**src/rtl/fabric_temporal_pkg.sv**
```systemverilog
`default_nettype none
// ============================================================================
// Module : fabric_temporal_pkg
// Brief  : Shared error codes and scheduler state type for the temporal PE.
// Rev    : 1.0
// ============================================================================
package fabric_temporal_pkg;

  localparam logic [15:0] ERR_DUP_TAG   = 16'h0001;
  localparam logic [15:0] ERR_NO_MATCH  = 16'h0002;
  localparam logic [15:0] ERR_CREDIT_OV = 16'h0003;

  typedef enum logic {SCHED_RUN, SCHED_HALT} sched_state_t;

endpackage
`default_nettype wire

```
**src/rtl/temporal_pe_tag_match.sv**
```systemverilog
`default_nettype none
// ============================================================================
// Module : temporal_pe_tag_match
// Brief  : Combinational head-tag matcher: onehot select, dup and no-match flags.
// Rev    : 1.0
// ============================================================================
module temporal_pe_tag_match
  import fabric_temporal_pkg::*;
#(
  parameter int NUM_IN   = 2,
  parameter int NUM_INSN = 4,
  parameter int TAG_W    = 4,
  parameter int SLOT_W   = (NUM_INSN > 1) ? $clog2(NUM_INSN) : 1
) (
  input  logic [NUM_INSN-1:0]        cfg_slot_en,
  input  logic [NUM_INSN*TAG_W-1:0]  cfg_slot_tag,
  input  logic [NUM_INSN*NUM_IN-1:0] cfg_slot_opm,
  input  logic [NUM_IN-1:0]          in_valid,
  input  logic [NUM_IN*TAG_W-1:0]    in_tag,
  output logic [NUM_INSN-1:0]        sel_onehot,
  output logic [SLOT_W-1:0]          sel_idx,
  output logic                       one_match,
  output logic                       dup,
  output logic                       no_match
);

  logic [NUM_INSN-1:0][NUM_IN-1:0] w_tag_eq;
  logic [NUM_INSN-1:0][NUM_IN-1:0] w_port_ok;
  logic [NUM_IN-1:0][NUM_INSN-1:0] w_use_t;
  logic [NUM_IN-1:0]               w_orphan;
  logic [NUM_INSN-1:0]             w_match;

  for (genvar i = 0; i < NUM_INSN; i++) begin : g_slot
    for (genvar p = 0; p < NUM_IN; p++) begin : g_port
      assign w_tag_eq[i][p]  = (in_tag[p*TAG_W +: TAG_W] == cfg_slot_tag[i*TAG_W +: TAG_W]);
      assign w_port_ok[i][p] = !cfg_slot_opm[i*NUM_IN+p] || (in_valid[p] && w_tag_eq[i][p]);
      // transposed so each port can ask "does any enabled slot claim this tag"
      assign w_use_t[p][i]   = cfg_slot_en[i] && cfg_slot_opm[i*NUM_IN+p] && w_tag_eq[i][p];
    end
    assign w_match[i] = cfg_slot_en[i] && (&w_port_ok[i]);
  end

  for (genvar p = 0; p < NUM_IN; p++) begin : g_orphan
    assign w_orphan[p] = in_valid[p] && !(|w_use_t[p]);
  end

  assign no_match   = |w_orphan;
  assign one_match  = (w_match != '0) && ((w_match & (w_match - 1'b1)) == '0);
  assign sel_onehot = one_match ? w_match : '0;

  always_comb begin
    sel_idx = '0;
    for (int i = 0; i < NUM_INSN; i++) begin
      if (w_match[i]) sel_idx = SLOT_W'(i);
    end
  end

  always_comb begin
    dup = 1'b0;
    for (int i = 0; i < NUM_INSN; i++) begin
      for (int j = i + 1; j < NUM_INSN; j++) begin
        if (cfg_slot_en[i] && cfg_slot_en[j] &&
            (cfg_slot_tag[i*TAG_W +: TAG_W] == cfg_slot_tag[j*TAG_W +: TAG_W]) &&
            ((cfg_slot_opm[i*NUM_IN +: NUM_IN] & cfg_slot_opm[j*NUM_IN +: NUM_IN]) != '0))
          dup = 1'b1;
      end
    end
  end

endmodule
`default_nettype wire

```
**src/rtl/temporal_pe_sched.sv**
```systemverilog
`default_nettype none
// ============================================================================
// Module : temporal_pe_sched
// Brief  : Credit-gated instruction scheduler for a temporal PE with sticky errors.
// Rev    : 1.0
// ============================================================================
module temporal_pe_sched
  import fabric_temporal_pkg::*;
#(
  parameter int NUM_IN   = 2,
  parameter int NUM_INSN = 4,
  parameter int TAG_W    = 4,
  parameter int CREDITS  = 2,
  localparam int SLOT_W  = (NUM_INSN > 1) ? $clog2(NUM_INSN) : 1,
  localparam int CRED_W  = $clog2(CREDITS + 1)
) (
  input  logic                       clk,
  input  logic                       rst,
  input  logic [NUM_INSN-1:0]        cfg_slot_en,
  input  logic [NUM_INSN*TAG_W-1:0]  cfg_slot_tag,
  input  logic [NUM_INSN*NUM_IN-1:0] cfg_slot_opm,
  input  logic [NUM_IN-1:0]          in_valid,
  input  logic [NUM_IN*TAG_W-1:0]    in_tag,
  output logic [NUM_IN-1:0]          in_ready,
  output logic                       fu_fire,
  output logic [SLOT_W-1:0]          fu_slot,
  output logic [TAG_W-1:0]           fu_tag,
  input  logic                       out_fire,
  output logic [CRED_W-1:0]          credits,
  output logic                       error_valid,
  output logic [15:0]                error_code
);

  localparam logic [CRED_W-1:0] c_CRED_MAX = CRED_W'(CREDITS);

  sched_state_t         r_state, w_state_next;
  logic [CRED_W-1:0]    r_credits;
  logic                 r_fu_fire;
  logic [SLOT_W-1:0]    r_fu_slot;
  logic [TAG_W-1:0]     r_fu_tag;
  logic                 r_error_valid;
  logic [15:0]          r_error_code;

  logic [NUM_INSN-1:0]  w_onehot;
  logic [SLOT_W-1:0]    w_sel;
  logic                 w_one, w_dup, w_nomatch;
  logic [NUM_IN-1:0]    w_sel_opm;
  logic [TAG_W-1:0]     w_sel_tag;
  logic                 w_issue, w_ret, w_ov, w_err_any;
  logic [15:0]          w_err_code;

  temporal_pe_tag_match #(
    .NUM_IN   (NUM_IN),
    .NUM_INSN (NUM_INSN),
    .TAG_W    (TAG_W),
    .SLOT_W   (SLOT_W)
  ) u_match (
    .cfg_slot_en  (cfg_slot_en),
    .cfg_slot_tag (cfg_slot_tag),
    .cfg_slot_opm (cfg_slot_opm),
    .in_valid     (in_valid),
    .in_tag       (in_tag),
    .sel_onehot   (w_onehot),
    .sel_idx      (w_sel),
    .one_match    (w_one),
    .dup          (w_dup),
    .no_match     (w_nomatch)
  );

  always_comb begin
    w_sel_opm = '0;
    w_sel_tag = '0;
    for (int i = 0; i < NUM_INSN; i++) begin
      if (w_onehot[i]) begin
        w_sel_opm = w_sel_opm | cfg_slot_opm[i*NUM_IN +: NUM_IN];
        w_sel_tag = w_sel_tag | cfg_slot_tag[i*TAG_W +: TAG_W];
      end
    end
  end

  // Gating uses the credit count before this cycle's return.
  assign w_issue   = (r_state == SCHED_RUN) && (r_credits != '0) && w_one;
  assign w_ov      = out_fire && (r_credits == c_CRED_MAX);
  assign w_ret     = out_fire && !w_ov;
  assign w_err_any = w_dup || w_nomatch || w_ov;
  assign w_err_code = w_dup     ? ERR_DUP_TAG  :
                      w_nomatch ? ERR_NO_MATCH :
                      w_ov      ? ERR_CREDIT_OV : 16'h0000;

  always_comb begin
    w_state_next = r_state;
    in_ready     = '0;
    if (w_issue) in_ready = w_sel_opm;
    if ((r_state == SCHED_RUN) && w_err_any) w_state_next = SCHED_HALT;
  end

  always_ff @(posedge clk or posedge rst) begin
    if (rst) r_state <= SCHED_RUN;
    else     r_state <= w_state_next;
  end

  always_ff @(posedge clk or posedge rst) begin
    if (rst) begin
      r_credits     <= c_CRED_MAX;
      r_fu_fire     <= 1'b0;
      r_fu_slot     <= '0;
      r_fu_tag      <= '0;
      r_error_valid <= 1'b0;
      r_error_code  <= 16'h0000;
    end else begin
      r_fu_fire <= w_issue;
      if (w_issue) begin
        r_fu_slot <= w_sel;
        r_fu_tag  <= w_sel_tag;
      end
      if (w_issue && !w_ret)      r_credits <= r_credits - 1'b1;
      else if (!w_issue && w_ret) r_credits <= r_credits + 1'b1;
      if ((r_state == SCHED_RUN) && w_err_any) begin
        r_error_valid <= 1'b1;
        r_error_code  <= w_err_code;
      end
    end
  end

  assign fu_fire     = r_fu_fire;
  assign fu_slot     = r_fu_slot;
  assign fu_tag      = r_fu_tag;
  assign credits     = r_credits;
  assign error_valid = r_error_valid;
  assign error_code  = r_error_code;

endmodule
`default_nettype wire

```
**config.mk**
```make
export PLATFORM = sky130hd
export DESIGN_NAME = temporal_pe_sched
export DESIGN_NICKNAME = d
export VERILOG_FILES = /design/src/rtl/fabric_temporal_pkg.sv /design/src/rtl/temporal_pe_tag_match.sv /design/src/rtl/temporal_pe_sched.sv
export SDC_FILE = /design/constraint.sdc
export NUM_CORES = 1
export LEC_CHECK = 0
export CAP_MARGIN = 10
export CORE_MARGIN = 3
export CORE_UTILIZATION = 46
export DETAILED_ROUTE_END_ITERATION = 16
export PLACE_DENSITY = 0.83
export REMOVE_ABC_BUFFERS = 1
export SLEW_MARGIN = 10
export SYNTH_ARGS = -nofsm -noshare
export SYNTH_HDL_FRONTEND = slang
export SYNTH_SLANG_ARGS = --single-unit
```
**constraint.sdc**
```tcl
create_clock -name clk -period 3.38 [get_ports clk]
set_input_delay 0.507 -clock clk [delete_from_list [all_inputs] [get_ports clk]]
set_output_delay 0.507 -clock clk [all_outputs]
set_load 0.02 [all_outputs]
```
**Word level (Yosys, flattened, before mapping)**

Index checks and enable logic that the tools add are counted.

- Add/subtract/negate cells: 3
- Multipliers: 0
- Div/mod/pow operators: 0
- $lt $le $gt $ge: 0
- Eq/ne operators: 15
- Shift operators: 0
- Multiplexer cells: 24
- Bitwise gates (word level): 14
- Reduce and logical (&&, ||, !) cells: 96

Operators with widths:

| operator | number |
|---|---|
| $eq 4x4->1 | 14 |
| $logic_and 1x1->1 | 56 |
| $mux 2 | 12 |
| $mux 4 | 5 |
| $reduce_bool 2->1 | 8 |
| $logic_not 1->1 | 13 |
| $and 2x2->2 | 6 |
| $or 4x4->4 | 3 |
| $logic_or 1x1->1 | 10 |
| $reduce_and 2->1 | 4 |
| $reduce_or 4->1 | 2 |
| $mux 1 | 7 |
| $or 2x2->2 | 3 |
| $and 4x4->4 | 1 |
| $logic_not 4->1 | 1 |
| $reduce_bool 4->1 | 1 |
| $sub 4x1->4 const B | 1 |
| $add 2x1->2 const B | 1 |
| $eq 2x2->1 const B | 1 |
| $reduce_or 2->1 | 1 |
| $sub 2x1->2 const B | 1 |
| $not 1->1 | 1 |

- Bits in registers: 26
- Latch bits: 0
- Bits in writable memories: 0
- Memory bits (read-only): 0
- Input bits: 41
- Word-level logic and storage cells: 158
- Memories kept: 0

**Logic depth before layout (Yosys ltp)**

Gate-level depths: netlist of the first run.

- Word-level depth: 18
- Depth in mapped cells: 12
- Gate-level depth less buffers: 10

**Cells and area by module**

A second synthesis of the first run with hierarchy kept.

- Cells, all modules: 221
- Area, all modules: 1854.3 um^2

Modules (own cells, without submodules):

| module | instances | cells each | area an instance (um^2) | seq. area each (um^2) |
|---|---|---|---|---|
| temporal_pe_tag_match | 1 | 149 | 1122.3 | 0.0 |
| temporal_pe_sched | 1 | 72 | 732.0 | 301.5 |

**Least setup slack after synthesis of the first run**

No wires, ideal clock.

- Kind: input-to-output
- Start point: input port cfg_slot_tag[8]
- End point: output port in_ready[0]
- Arrival time: 2.641 ns
- Slack: 0.232 ns
- Cell stages on the path: 8
- Path buffers: 1
- Cell sequence: buf_2 -> xor2_1 -> nor4_4 -> a21boi_2 -> a211oi_4 -> o21ai_2 -> a311oi_4 -> a21boi_1

- Elaborated cells on any way between the ends: 23

RTL lines:

| element | RTL line | source |
|---|---|---|
| start: declaration | temporal_pe_sched.sv:20 | `input logic [NUM_INSN*TAG_W-1:0] cfg_slot_tag,` |
| $eq 4x4->1 | temporal_pe_tag_match.sv:35 | `assign w_tag_eq[i][p] = (in_tag[p*TAG_W +: TAG_W] == cfg_slot_tag[i*TAG_W +: TAG_W]);` |
| $logic_and 1x1->1 | temporal_pe_tag_match.sv:36 | `assign w_port_ok[i][p] = !cfg_slot_opm[i*NUM_IN+p] \|\| (in_valid[p] && w_tag_eq[i][p]);` |
| $logic_or 1x1->1 | temporal_pe_tag_match.sv:36 |  |
| $reduce_and 2->1 * | temporal_pe_tag_match.sv:40 | `assign w_match[i] = cfg_slot_en[i] && (&w_port_ok[i]);` |
| $logic_and 1x1->1 * | temporal_pe_tag_match.sv:40 |  |
| $sub 4x1->4 | temporal_pe_tag_match.sv:48 | `assign one_match = (w_match != '0) && ((w_match & (w_match - 1'b1)) == '0);` |
| $and 4x4->4 | temporal_pe_tag_match.sv:48 |  |
| $logic_not 4->1 | temporal_pe_tag_match.sv:48 |  |
| $logic_and 1x1->1 * | temporal_pe_tag_match.sv:48 |  |
| $logic_and 1x1->1 * | temporal_pe_sched.sv:82 | `assign w_issue = (r_state == SCHED_RUN) && (r_credits != '0) && w_one;` |
| net w_issue | temporal_pe_sched.sv:49 | `logic w_issue, w_ret, w_ov, w_err_any;` |
| $mux 2 * | temporal_pe_sched.sv:93 | `if (w_issue) in_ready = w_sel_opm;` |
| end: declaration | temporal_pe_sched.sv:24 | `output logic [NUM_IN-1:0] in_ready,` |

The timed path passes the listed nets; every way through them passes the cells marked *.

**Worst setup path after layout of the first run**

- Start point: input port cfg_slot_tag[15]
- End point: output port in_ready[1]

Same word-level chain as after synthesis.

==> reports/results.txt, run 1 <==
Post-Route WL: 6.59 mm
port buffer count: 54
share of power burned in registers: 24.1%
CP required: 2.87 ns
post-DP HPWL: 5.35 mm
cell chain of the critical path: clkdlybuf4s50_1, xor2_1, nor4_2, buf_4, a21bo_2, buf_4, a22oi_4, o21ai_2, a311oi_4, a21boi_2, buf_4
Clk pin slew, worst setup/hold paths: 0.06 ns
Crit Path Max Fanout: 3
clk root buf: clkbuf_8
EDFF count, synth: 0
Int Pwr: 0.000496 W
Buf/Inv on CP: 4
routed vias/inst: 5.69
Post-synth ARST share: 100%
Setup Total Neg Slack: 0 ns
Min Hold Slack: 0.507 ns
initial antenna violation count: 0
GRT overflow: 0
Num CTS Buffers: 3
PD cells: 264 nW/µm²
top cell type's share of synthesized area: 15.9%
Comb pwr share: 55.8%
max-slew violations: 0
Final Hold Vio Count: 0
status: finished, final reports clean
Clk pwr share: 20.2%
sequential-to-total area share from yosys stat: 15.2%
Synth area leaders: xor2_1 (16%), dfrtp_1 (14%), xnor2_1 (7.5%), buf_4 (5.7%), nand4_1 (4.7%)
DIE HEIGHT: 71.7 µm
DRT Pass-1 Iters: 5
Final ANT Viol Nets: 0
area of placed instances: 2890 µm²
Syn Area/Cell: 8.48 µm²
CP startpoint kind: primary input
Largest stage delay, worst path: 0.56 ns
CTS max path bufs: 2
Tot GR Track Use: 26.0%
Rows: 23
Yosys reg bits: 12
leakage: 1.36 nW
Max Cap Violations: 0
Util after Layout: 74.1%
Hold Path Class: register to register
Peak VDD IR: 0.254 mV
period utilisation layout: 97.4%
Initial Utilization: 48.6%
crit path kind: primary input to output pin
htree depth: 1
critical path's slowest cell: clkdlybuf4s50_1
Die W: 71.7 µm
post-synth top area cell: xor2_1
Final setup viols: 0
final instance area: 3030 µm²
core area: 4090 µm²
vias in the first global route: 2,207
Psw: 0.000302 W
Vias: 2,190
WL/cell: 17.1 µm
drt drc: 0
fmax: 0.304 GHz
synthesized instance count: 234
number of DRC markers in iteration 0: 158
commonest non-fill, non-tap cell in the layout: buf_4
total power: 0.000798 W
mapped cell area: 1980 µm²
Final nets: 378
most frequent cells in the layout: buf_4 (64), clkdlybuf4s50_1 (40), xor2_1 (35)
main flop type after synthesis: dfrtp_1
CTS tree: yes
Yosys warning total: 0
cell repeated most along the worst path: buf_4
count of unique library cells instantiated by Yosys: 50
io pins: 69
arrival time worst endpoint: 2.79 ns
min cycle time layout: 3.29 ns
Setup Skew: 0.00413 ns
area delta synth->final: 52.5%
clk_lat worst skew: 0.25 ns
Largest delay share family, worst path: buffers and inverters
Sink Count: 12
global-route wire length before repair: 10.7 mm
Sw Share: 37.9%
GP Congestion: 1.02
Diodes inserted: 0
ratio of cells with drive above 1 in the final layout: 29.3%
Die Area: 5140 µm²
largest net degree at the start of global routing: 14
crit end category: output pin
==> state kept, by name, summed over array words and instances (netlist names) <==
register	count
credits	2
error_valid	1
fu_fire	1
error_code	2
fu_tag	4
fu_slot	2
==> worst register-to-register path: stages (launching register included) <==
cell and delay [ns]:
dfstp_2 0.55, nor2_1 0.07, a311oi_4 0.28, buf_4 0.24, ha_1 0.27, nor2_1 0.14
xnor2_1 0.13
==> power by group through the flow <==
stage	registers, W	logic (W)	clock network, W
final	0.000192	0.000445	0.000161
after global routing	0.000196	0.000477	0.000171
after global placement	0.000194	0.000421	0
after floorplan	0.000221	0.000180	0
after detailed placement	0.000194	0.000430	0
after CTS	0.000192	0.000435	0.000167
==> stage by stage <==
step | instances | setup WS [ns]
2_1_floorplan | 214 | 0.0541
3_3_place_gp | 380 | -0.457
3_5_place_dp | 380 | -0.546
4_1_cts | 385 | 0.00446
5_1_grt | 385 | -0.00224
6_report | 385 | 0.0870
==> final timing paths <==
path	endpoint	depth (start not counted)	slack, ns	from
worst max-delay path	in_ready[1]	11	0.09	cfg_slot_tag[15]
worst min register to register	error_code[1]	1	0.51	error_code[1]
worst min-delay path	error_code[1]	1	0.51	error_code[1]
max in group asynchronous	credits[1]	2	2.47	rst
worst max register to register	credits[1]	6	1.63	credits[1]
min in group asynchronous	credits[0]	2	0.57	rst
==> cell families after synthesis <==
logic type / after synthesis / share of synthesized area [%]
xor+xnor: 53 / 23.4
compound gates: 43 / 20.4
buf+inv: 46 / 13.2
flops: 12 / 15.2
simple gates: 72 / 22.7
fa+ha+maj: 1 / 0.630
other cells: 1 / 0.189
mux: 6 / 4.29
==> cell usage after synthesis, types with 3 or more instances <==
library cell / number
nand2b_1: 10
buf_2: 15
o2111ai_1: 6
nor4_1: 8
dfrtp_1: 11
nand2_1: 5
nor3_1: 3
o21ai_0: 4
buf_4: 15
nand4_1: 15
a22oi_1: 6
xor2_1: 36
inv_1: 13
mux2_4: 5
xnor2_1: 17
nand4b_1: 5
nor2_1: 5
nand3_1: 11
a32oi_1: 4
a21oi_1: 4
==> metal layers <==
layer | global-route usage [%] | routed length [µm] | part of all wire, %
met1 | 33.8 | 2760 | 42
met5 | 0 | 0 | 0
met4 | 11.7 | 185 | 2.8
met3 | 2.66 | 449 | 6.8
met2 | 43.3 | 3200 | 49
==> what timing repair did <==
action                     in CTS  in global routing
cloned                          0                  0
pin swaps                       1                  5
resized for setup              15                 19
hold buffers                    0                  0
setup endpoints to repair       2                  2
setup buffers                   1                  0
==> layout make-up <==
type	count	area, µm²
Timing Repair Buffer	117	1030
Multi-Input combinational cell	189	1530
Sequential cell	12	302
Inverter	13	48.8
Tap cell	50	62.6
Clock buffer	4	55.1
Fill cell	284	1060
Power figures use the tool's default switching activity.
==> run 2: changes to the inputs <==
--- a/config.mk
+++ b/config.mk
@@ -5,13 +5,13 @@
 export SDC_FILE = /design/constraint.sdc
 export NUM_CORES = 1
 export LEC_CHECK = 0
+export ABC_CLOCK_PERIOD_IN_PS = 3380
 export CAP_MARGIN = 10
 export CORE_MARGIN = 3
 export CORE_UTILIZATION = 46
 export DETAILED_ROUTE_END_ITERATION = 16
 export PLACE_DENSITY = 0.83
 export REMOVE_ABC_BUFFERS = 1
-export SLEW_MARGIN = 10
 export SYNTH_ARGS = -nofsm -noshare
 export SYNTH_HDL_FRONTEND = slang
 export SYNTH_SLANG_ARGS = --single-unit
==> results of run 2 <==
The final DEF is identical to that of run 1; final timing and power are the same.
==> run 3: changes to the inputs <==
--- a/config.mk
+++ b/config.mk
@@ -7,10 +7,11 @@
 export LEC_CHECK = 0
 export ABC_CLOCK_PERIOD_IN_PS = 3380
 export CAP_MARGIN = 10
-export CORE_MARGIN = 3
+export CORE_MARGIN = 2
 export CORE_UTILIZATION = 46
 export DETAILED_ROUTE_END_ITERATION = 16
-export PLACE_DENSITY = 0.83
+export GPL_TIMING_DRIVEN = 0
+export PLACE_DENSITY_LB_ADDON = 0.12
 export REMOVE_ABC_BUFFERS = 1
 export SYNTH_ARGS = -nofsm -noshare
 export SYNTH_HDL_FRONTEND = slang
==> run 3 against run 2 <==
Utilization is 11 points lower; worst hold slack worse by 0.0073 ns; clock power hardly changed; wire length is 9.8% lower; sequential share of layout area is 1.7 points higher; largest power group unchanged; non-clock buffer count is 54 lower; critical path type unchanged; global-route usage is 1.8 points lower; critical endpoint unchanged.
==> reports/results.txt, run 3 (same netlist as run 1, synthesis figures left out) <==
status: finished, final reports clean
DRT Pass-1 Iters: 4 (-1)
core area: 4090 µm² (unchanged)
Int Pwr: 0.000447 W (-9.7%)
Vias: 1,923 (-12%)
Psw: 0.000291 W (-3.6%)
Setup WS post-layout: 0.0973 ns (+0.0103 ns)
Util after Layout: 63.3% (-11 points)
drt drc: 0 (unchanged)
FILL cells: 389 (+37%)
clk_lat worst skew: 0.24 ns (about the same)
clk root buf: clkbuf_8
arrival time worst endpoint: 2.78 ns (about the same)
Num CTS Buffers: 3 (unchanged)
CTS max path bufs: 2 (unchanged)
number of DRC markers in iteration 0: 169 (+7.0%)
global-route wire length before repair: 9.56 mm (-10%)
Crit Path Max Fanout: 4 (+1)
area delta synth->final: 30.3%
Setup Total Neg Slack: 0 ns (unchanged)
CP startpoint kind: primary input
io pins: 69 (unchanged)
commonest non-fill, non-tap cell in the layout: xor2_1
post-DP HPWL: 4.32 mm (-19%)
PD cells: 286 nW/µm² (+8.4%)
Finished Layout Cells: 331 (-14%)
Die W: 69.7 µm (-2.8%)
area taken by multi-input logic gates: 1570 µm² (+2.7%)
max-slew violations: 0 (unchanged)
Hold Path Class: register to register
period utilisation layout: 97.1% (-0.31 points)
critical path's slowest cell: nor4_4
share of power burned in registers: 26.2% (+2.1 points)
CTS tree: yes
ratio of cells with drive above 1 in the final layout: 20.3% (-9.0 points)
FF/Latch Area: 302 µm² (unchanged)
Initial Utilization: 48.6% (unchanged)
min cycle time layout: 3.28 ns (-0.0103 ns)
Diodes inserted: 0 (unchanged)
port buffer count: 54 (unchanged)
Sw Share: 39.4% (+1.6 points)
Max Cap Violations: 0 (unchanged)
routed vias/inst: 5.81 (+2.1%)
Final ANT Viol Nets: 0 (unchanged)
GP Congestion: 0.914 (-10%)
CP required: 2.87 ns (about the same)
Rows: 23 (unchanged)
Clk pwr share: 21.4% (+1.2 points)
Sink Count: 12 (unchanged)
leakage: 1.06 nW (-22%)
final instance area: 2590 µm² (-15%)
Largest stage delay, worst path: 0.43 ns (-0.13 ns)
Final nets: 324 (-14%)
crit path kind: primary input to output pin
Post-CTS Hold Fix Bufs: 0 (unchanged)
Die Area: 4860 µm² (-5.5%)
vias in the first global route: 1,839 (-17%)
Setup Skew: 0.00328 ns (-0.000852 ns)
initial antenna violation count: 0 (unchanged)
largest net degree at the start of global routing: 13 (-1)
DIE HEIGHT: 69.7 µm (-2.8%)
fmax: 0.305 GHz (+0.32%)
Tot GR Track Use: 24.2% (-1.8 points)
htree depth: 1 (unchanged)
max FFs per register: 4 (unchanged)
cell chain of the critical path: dlygate4sd2_1, xor2_1, nor4_4, a21boi_4, a211oi_4, o21ai_2, a311oi_4, a21boi_1, clkdlybuf4s15_2
Post-Route WL: 5.95 mm (-9.8%)
Final setup viols: 0 (unchanged)
most frequent cells in the layout: xor2_1 (35), clkdlybuf4s50_1 (27), xnor2_1 (17)
Comb pwr share: 52.4% (-3.4 points)
Largest delay share family, worst path: compound AO/OA/AOI/OAI gates
DP Worst Slack: -1.50 ns (-0.957 ns)
placed cells: 318 (-16%)
Buf/Inv on CP: 2 (-2)
GRT overflow: 0 (unchanged)
area of placed instances: 2420 µm² (-16%)
WL/cell: 18.0 µm (+5.0%)
crit end category: output pin
Final Hold Vio Count: 0 (unchanged)
Peak VDD IR: 0.238 mV (-6.2%)
Clk pin slew, worst setup/hold paths: 0.06 ns (about the same)
run 3: cell types whose count changed in the layout (fill, tap and decap cells not counted), moves of 2 or more:
cell	delta
clkdlybuf4s15_2	+2
nor4_2	+2
nor4_1	-2
dlymetal6s2s_1	-7
a21boi_2	-2
clkbuf_2	+11
buf_4	-55
clkdlybuf4s15_1	+3
dlygate4sd2_1	+6
clkdlybuf4s50_1	-13
run 3: through the flow:
| step | hold WS (ns) | power [W] |
|---|---|---|
| 2_1_floorplan | 0.371 | 0.000401 |
| 3_3_place_gp | 0.487 | 0.000562 |
| 3_5_place_dp | 0.490 | 0.000564 |
| 4_1_cts | 0.505 | 0.000738 |
| 5_1_grt | 0.523 | 0.000784 |
| 6_report | 0.500 | 0.000739 |
run 3: worst paths after layout:
kind	to	cells after the start	start	slack [ns]
worst max register to register	credits[1]	6	credits[1]	1.62
worst min-delay path	error_code[0]	1	error_code[0]	0.50
max in group asynchronous	credits[1]	2	rst	2.47
min in group asynchronous	fu_fire	2	rst	0.57
worst min register to register	error_code[0]	1	error_code[0]	0.50
worst max-delay path	in_ready[1]	9	in_tag[1]	0.1
run 3: final cells by class:
class | instances | area share, %
timing repair buffer | 63 | 21.1
sequential | 12 | 11.7
tap | 50 | 2.42
multi-input combinational | 189 | 60.8
inverter | 13 | 1.89
clock buffer | 4 | 2.13
run 3: what timing repair did:
item / 4_1_cts / 5_1_grt
pin swaps: 8 / 4
setup endpoints to repair: 11 / 2
buffers inserted: 7 / 2
gates resized for setup: 45 / 30
run 3: power by group through the flow:
stage / clock network [W] / registers, W / logic, W
after floorplan: 0 / 0.000221 / 0.000180
after global placement: 0 / 0.000195 / 0.000366
after detailed placement: 0 / 0.000195 / 0.000368
after CTS: 0.000163 / 0.000193 / 0.000382
after global routing: 0.000172 / 0.000196 / 0.000416
final: 0.000158 / 0.000193 / 0.000387
run 3: layer usage:
| metal | up-vias | wire length [µm] | global-route usage, % |
|---|---|---|---|
| li1 | 911 | - | - |
| met1 | 908 | 2550 | 33.5 |
| met2 | 90 | 2790 | 38.2 |
| met3 | 14 | 436 | 3.49 |
| met4 | 0 | 175 | 8.55 |
| met5 | - | 0 | 0 |
